[src/rtl/event_priority_encoder.sv]
// Event priority encoder. Latches request pulses into a sticky pending set and
// hands out one binary index per valid/ready transfer. It can run in
// fixed-priority mode (lowest index wins) or in round-robin mode.
// Each output is registered. A request that arrives while its event is still
// queued or still being offered is merged with that event and sets overflow.
module event_priority_encoder #(
  parameter int unsigned N  = 8,
  parameter int unsigned W  = (N > 1) ? $clog2(N) : 1,
  parameter int unsigned RR = 0
) (
  input  logic         clk,
  input  logic         rst,
  input  logic [N-1:0] req,
  input  logic         out_ready,
  output logic         out_valid,
  output logic [W-1:0] out_idx,
  output logic [N-1:0] pending,
  output logic         overflow
);

  logic         valid_q, valid_d;
  logic [W-1:0] idx_q, idx_d;
  logic [N-1:0] pend_q, pend_d;
  logic         ovf_q, ovf_d;
  logic [W-1:0] ptr_q, ptr_d;

  logic         accept;
  logic         load;
  logic [N-1:0] held;
  logic [N-1:0] cand;
  logic [W-1:0] start;
  logic [W-1:0] lo_sel;
  logic [W-1:0] hi_sel;
  logic         hi_found;
  logic [W-1:0] sel;

  assign accept = valid_q & out_ready;
  assign load   = ~valid_q | accept;
  // An offered index counts as still live only while the consumer stalls it.
  assign held   = (valid_q && !out_ready) ? (N'(1) << idx_q) : '0;
  assign cand   = pend_q | req;
  // Fixed mode behaves like round-robin with the pointer tied to zero.
  assign start  = (RR != 0) ? ptr_q : '0;

  // Round-robin search split into two passes. The first pass finds the lowest
  // candidate at or above start. The second finds the lowest candidate overall,
  // which is the wrap-around case.
  always_comb begin
    lo_sel   = '0;
    hi_sel   = '0;
    hi_found = 1'b0;
    for (int i = int'(N) - 1; i >= 0; i--) begin
      if (cand[i]) begin
        lo_sel = W'(i);
        if (i >= int'(start)) begin
          hi_sel   = W'(i);
          hi_found = 1'b1;
        end
      end
    end
    sel = hi_found ? hi_sel : lo_sel;
  end

  // Next-state logic for the output register, the pending set, the overflow
  // flag and the round-robin pointer.
  always_comb begin
    valid_d = valid_q;
    idx_d   = idx_q;
    pend_d  = pend_q;
    ptr_d   = ptr_q;
    ovf_d   = ovf_q | (|(req & (pend_q | held)));
    if (load) begin
      if (|cand) begin
        valid_d = 1'b1;
        idx_d   = sel;
        pend_d  = cand & ~(N'(1) << sel);
        if (RR != 0) begin
          ptr_d = (32'(sel) == N - 1) ? '0 : sel + W'(1);
        end
      end else begin
        valid_d = 1'b0;
      end
    end else begin
      // While stalled the offered index stays fixed and new events queue up.
      pend_d = pend_q | (req & ~held);
    end
  end

  // State registers, with a synchronous reset that drops every event.
  always_ff @(posedge clk) begin
    if (rst) begin
      valid_q <= 1'b0;
      idx_q   <= '0;
      pend_q  <= '0;
      ovf_q   <= 1'b0;
      ptr_q   <= '0;
    end else begin
      valid_q <= valid_d;
      idx_q   <= idx_d;
      pend_q  <= pend_d;
      ovf_q   <= ovf_d;
      ptr_q   <= ptr_d;
    end
  end

  assign out_valid = valid_q;
  assign out_idx   = idx_q;
  assign pending   = pend_q;
  assign overflow  = ovf_q;

endmodule

[config.mk]
export PLATFORM = sky130hd
export DESIGN_NAME = event_priority_encoder
export DESIGN_NICKNAME = d
export VERILOG_FILES = /design/src/rtl/event_priority_encoder.sv
export SDC_FILE = /design/constraint.sdc
export NUM_CORES = 1
export LEC_CHECK = 0
export ABC_AREA = 1
export BUFFER_PORTS_ARGS = -buffer_cell sky130_fd_sc_hd__clkbuf_2
export CAP_MARGIN = 20
export CORE_UTILIZATION = 50
export CTS_BUF_LIST = sky130_fd_sc_hd__clkbuf_8
export CTS_CLUSTER_DIAMETER = 80
export CTS_CLUSTER_SIZE = 20
export DETAILED_ROUTE_END_ITERATION = 8
export PLACE_DENSITY = 0.77
export SYNTH_ARGS = -nofsm -noshare
export SYNTH_HDL_FRONTEND = slang
export SYNTH_SLANG_ARGS = --single-unit
export TNS_END_PERCENT = 5
[constraint.sdc]
create_clock -name clk -period 4.1 [get_ports clk]
set_clock_uncertainty 0.2 [all_clocks]
set_input_delay 0 -clock clk [delete_from_list [all_inputs] [get_ports clk]]
set_output_delay 0 -clock clk [all_outputs]
set_load 0.02 [all_outputs]
; ---- After elaboration in Yosys (flattened, before gate mapping)
; Index checks and enable logic that the tools add are counted.
; Widths: inputs -> output; s select.
[word_totals]
in_bits = 11
output_inout_bits = 13
elab_cells = 36
reg_bits = 13
[op_classes]
reduce_logical = 5
mux = 12
n_eq_ne = 1
bitwise_logic = 12
shifts = 2
[ops]
columns = operator, count
row1 = $and 8x8->8, 3
row2 = $mux 3, 8
row3 = $mux 8, 3
row4 = $or 8x8->8, 3
row5 = $not 8->8, 2
row6 = $reduce_or 8->1, 2
row7 = $shl 1x3->8 const A, 2
row8 = $ne 2x1->1 const B, 1
row9 = $or 1x1->1, 2
row10 = $reduce_and 2->1, 1
row11 = $and 1x1->1, 1
row12 = $logic_and 1x1->1, 1
row13 = $logic_not 1->1, 1
row14 = $mux 1, 1
row15 = $not 1->1, 1

; ---- Longest topological paths before layout
; Gate-level depths: netlist of run 1.
[depth]
ltp_word = 14
mapped_depth = 12
ltp_nobuf = 12

; ---- Worst setup path after synthesis of run 1
; No wires, ideal clock.
[synth_timing]
kind = reg2reg
start = reg pend_q[5], in the netlist pending[5]
end = reg pend_q[7], in the netlist pending[7]
arrival_ps = 1192
n_path_buf = 0
slack_ps = 2588
stages_incl_launch_ff = 9
required_ps = 3780
path_cell_list = dfxtp_1 nor2_1 nand2_1 nor2_1 nand2_1 nand2_4 inv_1 a21oi_1 a21oi_1
[synth_between]
elab_chain_cells = 12
[synth_rtl]
columns = element, line
row1 = from (decl), 23  ; logic [N-1:0] pend_q, pend_d;
row2 = from (signal assigned), 100  ; pend_q <= pend_d;
row3 = $or 8x8->8 *, 41  ; assign cand = pend_q | req;
row4 = $mux 3 (6 in a row), 53  ; if (cand[i]) begin
row5 = $shl 1x3->8, 76  ; pend_d = cand & ~(N'(1) << sel);
row6 = $not 8->8, 76
row7 = $and 8x8->8, 76
row8 = $mux 8, 73  ; if (|cand) begin
row9 = $mux 8, 72  ; if (load) begin
; Every way passes the cells marked *; elsewhere a longest branch is shown, timed or not. The select of a mux whose other input is x is not followed.
; A chain may end at the register's enable or synchronous reset.

; ---- Final worst setup path of run 1
[layout_timing]
start = reg pend_q[4], in the netlist pending[4]
end = reg pend_q[4], in the netlist pending[4]
[layout_between]
elab_chain_cells = 11
[layout_rtl]
columns = element, line
row1 = $or 8x8->8, 41
row2 = $mux 3 (5 in a row), 53
row3 = $shl 1x3->8, 76
row4 = $not 8->8, 76
row5 = $and 8x8->8, 76
row6 = $mux 8, 73
row7 = $mux 8, 72
; Several ways; a longest one is shown, not always the timed one. The select of a mux whose other input is x is not followed.

==> results of run 1 <==
[registers in the layout, indices dropped and copies added, names as in the netlist]
register / cells
out_idx: 3
out_valid: 1
overflow: 1
pending: 8
[synth_stat cells]
cell type,instances,area share
a21boi_0,1,0.0089
nor2_1,22,0.098
nand2_1,27,0.12
nand2_2,4,0.030
o31ai_1,2,0.018
nand2_4,1,0.013
o21ai_1,1,0.0059
nor2_2,6,0.044
a21oi_1,11,0.065
a31oi_1,2,0.015
inv_1,19,0.084
o22ai_1,2,0.015
or2_4,1,0.010
nor3_1,1,0.0059
dfxtp_1,13,0.31
o21ai_0,10,0.059
nand4_1,1,0.0074
nor3_2,1,0.012
o21ai_2,2,0.021
nor2_4,1,0.013
buf_4,1,0.0089
nand3_1,5,0.030
a211oi_1,1,0.0089
[final cells by class]
cell class	count	area (µm²)
Timing Repair Buffer	30	185
Sequential cell	13	260
Fill cell	141	453
Tap cell	16	20.0
Clock buffer	3	41.3
Multi-Input combinational cell	102	507
Clock inverter	1	3.75
Inverter	19	71.3
[routing by layer]
metal / wire length (µm) / GRT usage
met2: 1160 / 0.475
met1: 1020 / 0.350
met3: 206 / 0.0426
met4: 94 / 0.103
met5: 0 / 0
[cell families after synthesis]
family                 after synthesis  synth area share
buffers and inverters               20            0.0932
AND/OR/NAND/NOR                     70             0.383
AO/OA/AOI/OAI                       32             0.216
flip-flops                          13             0.308
[metrics by stage]
step | instances | hold slack [ps] | utilization | cell area [µm²]
after floorplan | 135 | -131 | - | 846
after global placement | 173 | 87.3 | 0.631 | 973
after detailed placement | 173 | 95.5 | 0.631 | 973
after CTS | 184 | 1.52 | 0.706 | 1090
after global routing | 184 | 53.2 | 0.706 | 1090
final | 184 | 2.02 | 0.706 | 1090
[path summary, 6_finish.rpt]
| check | start | endpoint | slack, ps | cells after the start |
|---|---|---|---|---|
| worst max-delay path | pending[4] | pending[4] | 1870 | 9 |
| worst min register to register | overflow | overflow | 320 | 2 |
| worst min-delay path | req[5] | overflow | 2 | 5 |
| worst max register to register | pending[4] | pending[4] | 1870 | 9 |
[critical path, stage by stage, from the launching register on]
cell           delay, ps
dfxtp_1              330
nor2_1               260
nand2_1              140
nor2_1               160
nand2_1              140
nand2_4              130
nor2_1                50
nand2_1               80
a21oi_1               60
dlygate4sd3_1        550
[power breakdown]
part           switching [mW]  internal, mW  total, mW
registers             0.00866         0.135      0.144
logic                  0.0564        0.0319     0.0882
clock network          0.0497        0.0662      0.116
==> run_results.csv, run 1 <==
group,metric,value,unit
global_route,grt_pass1_wl,3.84,mm
synth,yosysUniqueCellTypes,23,
place,dp_slack,2410,ps
pwr,finalPower,0.348,mW
synth,ys_seq_area_frac,0.308,
global_route,grt_max_degree,12,
global_route,grt_pass1_vias,887,
synth,syn_area,846,µm²
setup_path,cp.arrival,2160,ps
final_layout,nNetsFinal,180,
status,status,"finished, final reports clean",
drt,finalWirelength,2.47,mm
cts,clk_latency,240,ps
timing,tightest_slew,439,ps
drt,firstDrtPassIters,5,
die,ios,24,
synth,ys.warnings.count,0,
setup_path,cp_max_fo,6,
pwr,p_leak,0.531,nW
cts,cts_inserted_buffers,3,
timing,fin_crit_sh,0.544,
place,hpwl,1.84,mm
cts,htreeDepth,1,
setup_path,endpoint_kind,"flop",
cts,clock_path_buffers,2,
timing,max_slew_margin,0.707,
setup_path,required,4030,ps
synth,synth.avg_cell_area,6.27,µm²
drt,drc,0,
timing,final-setup-viol-count,0,
synth,synth_nets,146,
timing,fin_ws,1870,ps
cts,cts.clk_slew.worst_paths,60,ps
global_route,grt_overflow,0,
drt,viasPerCell,5.53,
drt,via_count,1018,
die,die_w,43.1,µm
drt,drt_iter0_drc,39,
pwr,powerDensity,320,nW/µm²
timing,fin_crit,2230,ps
place,port_buffers,23,
job,drv_cap,0,
global_route,antenna_found_initial,0,
setup_path,crit_type,"flop to flop",
worst_hold_path,hp-class,"primary input to flop",
cts,postCtsHoldBufs,7,
final_layout,insertedDiodeCount,0,
timing,fin_setup_tns,0,ps
cts,cts_resized,0,
timing,rsz0062_at_grt,"no",
cts,cts_tree,"yes",
global_route,track_usage,0.279,
die,dieArea,1860,µm²
synth,synth-seq-cells,13,
drt,antenna_left,0,
die,rows,14,
cts,cts.sinks,13,
timing,final-hold-violation-count,0,
final_layout,mostFrequentLayoutCell,"nand2_1",
die,die_y,43.1,µm
synth,netlist_instances,135,
setup_path,start_kind,"flop",
drt,routedWlPerCell,13.4,µm
final_layout,most-common-layout-cells,"27 x nand2_1, 23 x clkbuf_2, 22 x nor2_1, 20 x inv_1, 13 x dfxtp_1",
timing,slew_violations,0,
cts,postCtsSetupBuffers,0,
final_layout,syn_to_final_growth,28.7,%
final_layout,drive_gt1_frac,0.250,
die,start_util,0.549,
pwr,peakVddDrop,0.248,mV
cts,cts_root_buf,"clkbuf_8",
timing,fmax,448,MHz
die,core-area,1540,µm²
place,gp_congestion,0.909,
No activity file was read; power rests on OpenSTA's default activity.
==> inputs of run 2 (changes only) <==
Clock period 4.1 ns to 2.33 ns, I/O delays scaled along.
==> run_results.csv, run 2 (synthesis gave the netlist of run 1 again) <==
group,metric,value,unit
final_layout,most-common-layout-cells,"27 x nand2_1, 23 x clkbuf_2, 22 x nor2_1, 20 x inv_1, 13 x dfxtp_1",
setup_path,required,2260,ps
pwr,powerDensity,553,nW/µm²
pwr,peakVddDrop,0.353,mV
final_layout,drive_gt1_frac,0.250,
setup_path,crit_chain,"nor2_1 -> nand2_1 -> nor2_1 -> nand2_1 -> nand2_4 -> nor2_1 -> nand2_1 -> a21oi_1 -> dlygate4sd3_1",
cts,cts_root_buf,"clkbuf_8",
cts,cts_tree,"yes",
final_layout,insertedDiodeCount,0,
drt,antenna_left,0,
timing,fin_setup_tns,0,ps
die,die_y,43.1,µm
timing,final-setup-viol-count,0,
final_layout,syn_to_final_growth,29.3,%
final_layout,nNetsFinal,180,
global_route,grt_max_degree,12,
setup_path,endpoint_kind,"flop",
cts,cts.clk_slew.worst_paths,60,ps
status,status,"finished, violations left",
global_route,grt_pass1_vias,901,
place,port_buffers,23,
pwr,finalPower,0.605,mW
setup_path,slowest_stage,"dlygate4sd3_1",
setup_path,cp.arrival,2070,ps
place,gp_congestion,0.909,
cts,clk_latency,240,ps
cts,postCtsSetupBuffers,0,
drt,via_count,1008,
die,core-area,1540,µm²
drt,viasPerCell,5.48,
drt,wl_met3,200,µm
timing,fin_crit_sh,0.920,
die,ios,24,
die,start_util,0.549,
setup_path,crit_family,"simple AND/OR/NAND/NOR gates",
die,rows,14,
timing,rsz0062_at_grt,"no",
final_layout,largest_reg_flops,8,
timing,hold_slack,-1.24,ps
drt,wl_met1,994,µm
final_layout,mostFrequentLayoutCell,"nand2_1",
global_route,antenna_found_initial,0,
global_route,grt_overflow,0,
timing,final-hold-violation-count,1,
setup_path,crit_type,"flop to flop",
pwr,p_leak,0.531,nW
status,violations,"hold timing",
drt,firstDrtPassIters,4,
place,hpwl,1.78,mm
drt,drt_iter0_drc,31,
cts,cts.sinks,13,
die,dieArea,1860,µm²
timing,tightest_slew,291,ps
drt,route.met2.wl,1.04,mm
timing,fmax,467,MHz
cts,cts_inserted_buffers,3,
global_route,track_usage,0.274,
drt,finalWirelength,2.31,mm
drt,highest_layer,"met4",
die,die_w,43.1,µm
setup_path,cp_max_fo,6,
global_route,grt_pass1_wl,3.85,mm
job,drv_cap,0,
drt,drc,0,
worst_hold_path,hp-class,"primary input to flop",
setup_path,cpPeakStageDelay,560,ps
setup_path,critPathBufInv,1,
cts,htreeDepth,1,
setup_path,start_kind,"flop",
cts,clock_path_buffers,2,
timing,max_slew_margin,0.804,
timing,fin_crit,2140,ps
timing,slew_violations,0,
final_layout,utilization,0.709,
drt,routedWlPerCell,12.5,µm
-- run 2: final timing paths --
check        slack (ps)          to  cells past startpoint       start
max                 190  pending[5]                      9  pending[4]
min                  -1    overflow                      5      req[4]
max reg2reg         190  pending[5]                      9  pending[4]
min reg2reg         330    overflow                      2    overflow
-- run 2: what timing repair did --
| item | CTS | global route |
|---|---|---|
| hold endpoints to repair | 11 | 0 |
| hold buffers | 7 | 0 |
| setup endpoints to repair | 0 | 1 |
| resized for setup | 0 | 1 |
-- run 2: layout make-up --
cell class | count | area (µm²)
fill | 156 | 448
sequential | 13 | 260
clock inverter | 1 | 3.75
tap | 16 | 20.0
inverter | 19 | 71.3
multi-input combinational | 102 | 512
clock buffer | 3 | 41.3
timing repair buffer | 30 | 185
-- run 2: metrics by stage --
stage	hold WS [ps]	cells	instance area [µm²]	setup slack [ps]
after floorplan	-131	135	846	818
after global placement	87.3	173	973	665
after detailed placement	93.2	173	973	648
after CTS	8.80	184	1090	102
after global routing	55.1	184	1090	45.5
final	-1.24	184	1090	187
-- run 2: routing by layer --
| layer | up-vias | global-route usage |
|---|---|---|
| met5 | - | 0 |
| met4 | 0 | 0.127 |
| met3 | 10 | 0.0255 |
| met2 | 52 | 0.424 |
| met1 | 442 | 0.380 |
| li1 | 504 | - |
-- run 2: worst min-delay path, stage by stage --
cell and delay [ps]:
clkbuf_2 100, o21ai_0 70, nand3_1 70, nor2_1 90
a21oi_1 60
-- run 2: power breakdown --
part	internal (mW)	switching, mW	leakage, nW	total (mW)
clock	0.116	0.0819	0.0269	0.198
sequential	0.238	0.0152	0.108	0.253
combinational	0.0564	0.0974	0.397	0.154
==> inputs of run 3 (changes only) <==
Settings changed: PLACE_DENSITY 0.77 to unset, PLACE_DENSITY_LB_ADDON set to 0.05.
==> run_results.csv, run 3 (synthesis gave the netlist of run 1 again) <==
group,metric,value,unit
status,status,"finished, final reports clean",
pwr,peakVddDrop,0.473,mV
die,dieArea,1860,µm²
final_layout,most-common-layout-cells,"27 x nand2_1, 23 x clkbuf_2, 22 x nor2_1, 20 x inv_1, 13 x dfxtp_1",
pwr,finalPower,0.615,mW
cts,cts.sinks,13,
cts,cts_root_buf,"clkbuf_8",
timing,fin_crit_sh,0.920,
timing,tightest_slew,295,ps
final_layout,nNetsFinal,182,
timing,final-setup-viol-count,0,
drt,antenna_left,0,
timing,hold_slack,43.0,ps
die,die_y,43.1,µm
final_layout,drive_gt1_frac,0.247,
cts,clock_path_buffers,2,
setup_path,r2r-start,"out_idx[2]",
setup_path,cp.arrival,2130,ps
final_layout,stdcell_count,186,
drt,finalWirelength,2.37,mm
place,placedCellCount,173,
global_route,antenna_found_initial,0,
final_layout,mostFrequentLayoutCell,"nand2_1",
setup_path,cp_max_fo,11,
job,drv_cap,0,
global_route,grt_pass1_vias,860,
cts,postCtsSetupBuffers,0,
cts,cts.clk_slew.worst_paths,60,ps
setup_path,start_kind,"primary input",
drt,drc,0,
worst_hold_path,min_path_cells,6,
final_layout,largest_reg_flops,8,
drt,firstDrtPassIters,4,
die,rows,14,
global_route,track_usage,0.270,
setup_path,crit_type,"primary input to flop",
cts,htreeDepth,1,
die,start_util,0.549,
timing,max_slew_margin,0.803,
timing,fin_setup_tns,0,ps
setup_path,reg2regPathDepth,8,
die,core-area,1540,µm²
global_route,grt_max_degree,12,
pwr,p_leak,0.539,nW
setup_path,required,2320,ps
cts,cts_inserted_buffers,3,
drt,viasPerCell,5.51,
cts,cts_tree,"yes",
die,die_w,43.1,µm
global_route,grt_overflow,0,
setup_path,endpoint_kind,"flop",
setup_path,r2r-end,"overflow",
place,hpwl,1.79,mm
timing,fmax,467,MHz
die,ios,24,
worst_hold_path,hp-class,"primary input to flop",
final_layout,insertedDiodeCount,0,
global_route,grt_pass1_wl,3.75,mm
final_layout,syn_to_final_growth,31.7,%
drt,drt_iter0_drc,58,
cts,clk_latency,250,ps
drt,via_count,1025,
timing,fin_crit,2140,ps
worst_hold_path,hold_start,"req[1]",
timing,rsz0062_at_grt,"no",
place,gp_congestion,0.898,
timing,final-hold-violation-count,0,
setup_path,r2r_setup_slack,210,ps
pwr,powerDensity,552,nW/µm²
timing,slew_violations,0,
drt,routedWlPerCell,12.8,µm
worst_hold_path,min_to,"pending[5]",
place,port_buffers,23,
==> run 3: cell count changes in the layout (fill, tap and decap cells not counted), sizes merged <==
cell         before  now
dlygate4sd3       7    9
==> run 3: worst max-delay path by stage <==
| stage | start | end |
|---|---|---|
| floorplan | pending[5] | pending[7] |
| global placement | out_valid | overflow |
| detailed placement | out_valid | overflow |
| CTS | out_ready | overflow |
| global route | out_ready | overflow |
| finish | out_ready | overflow |
==> run 3: final cells by class <==
| class | instances | area (µm²) |
|---|---|---|
| multi-input cells | 102 | 512 |
| fillers | 148 | 428 |
| flip-flops and latches | 13 | 260 |
| repair buffers | 32 | 205 |
| inverters | 19 | 71.3 |
| clock buffers | 3 | 41.3 |
| well taps | 16 | 20.0 |
| clock inverters | 1 | 3.75 |
==> run 3: timing repair <==
action,4_1_cts,5_1_grt
hold endpoints to repair,12,0
hold buffers,9,0
gates resized for setup,0,1
endpoints found under the setup margin,0,1
==> run 3: metal layers <==
layer  global-route usage  wire length (µm)  vias up
li1                     -                 -      508
met1                0.369              1010      449
met2                0.403              1060       57
met3               0.0681               221       11
met4                0.109                79        0
met5                    0                 0        -
==> run 3: critical path, stage by stage <==
cell and delay [ps]:
dlygate4sd3_1 530, clkbuf_2 120, nor2_4 250, nand2_1 180
nor2_1 150, o21ai_0 90, nand3_1 100, nor2_1 50
a21oi_1 120, dlygate4sd3_1 550
==> run 3: power breakdown <==
| group | internal, mW | switching (mW) | leakage [nW] |
|---|---|---|---|
| Clock | 0.117 | 0.0866 | 0.0269 |
| Combinational | 0.0593 | 0.0988 | 0.404 |
| Sequential | 0.238 | 0.0154 | 0.108 |
| Total | 0.414 | 0.201 | 0.539 |
==> run 3: stage by stage <==
stage | area (µm²) | setup slack [ps] | utilization
after floorplan | 846 | 818 | -
after global placement | 973 | 675 | 0.631
after detailed placement | 973 | 647 | 0.631
after CTS | 1110 | 67.4 | 0.719
after global routing | 1110 | 5.04 | 0.722
final | 1110 | 187 | 0.722
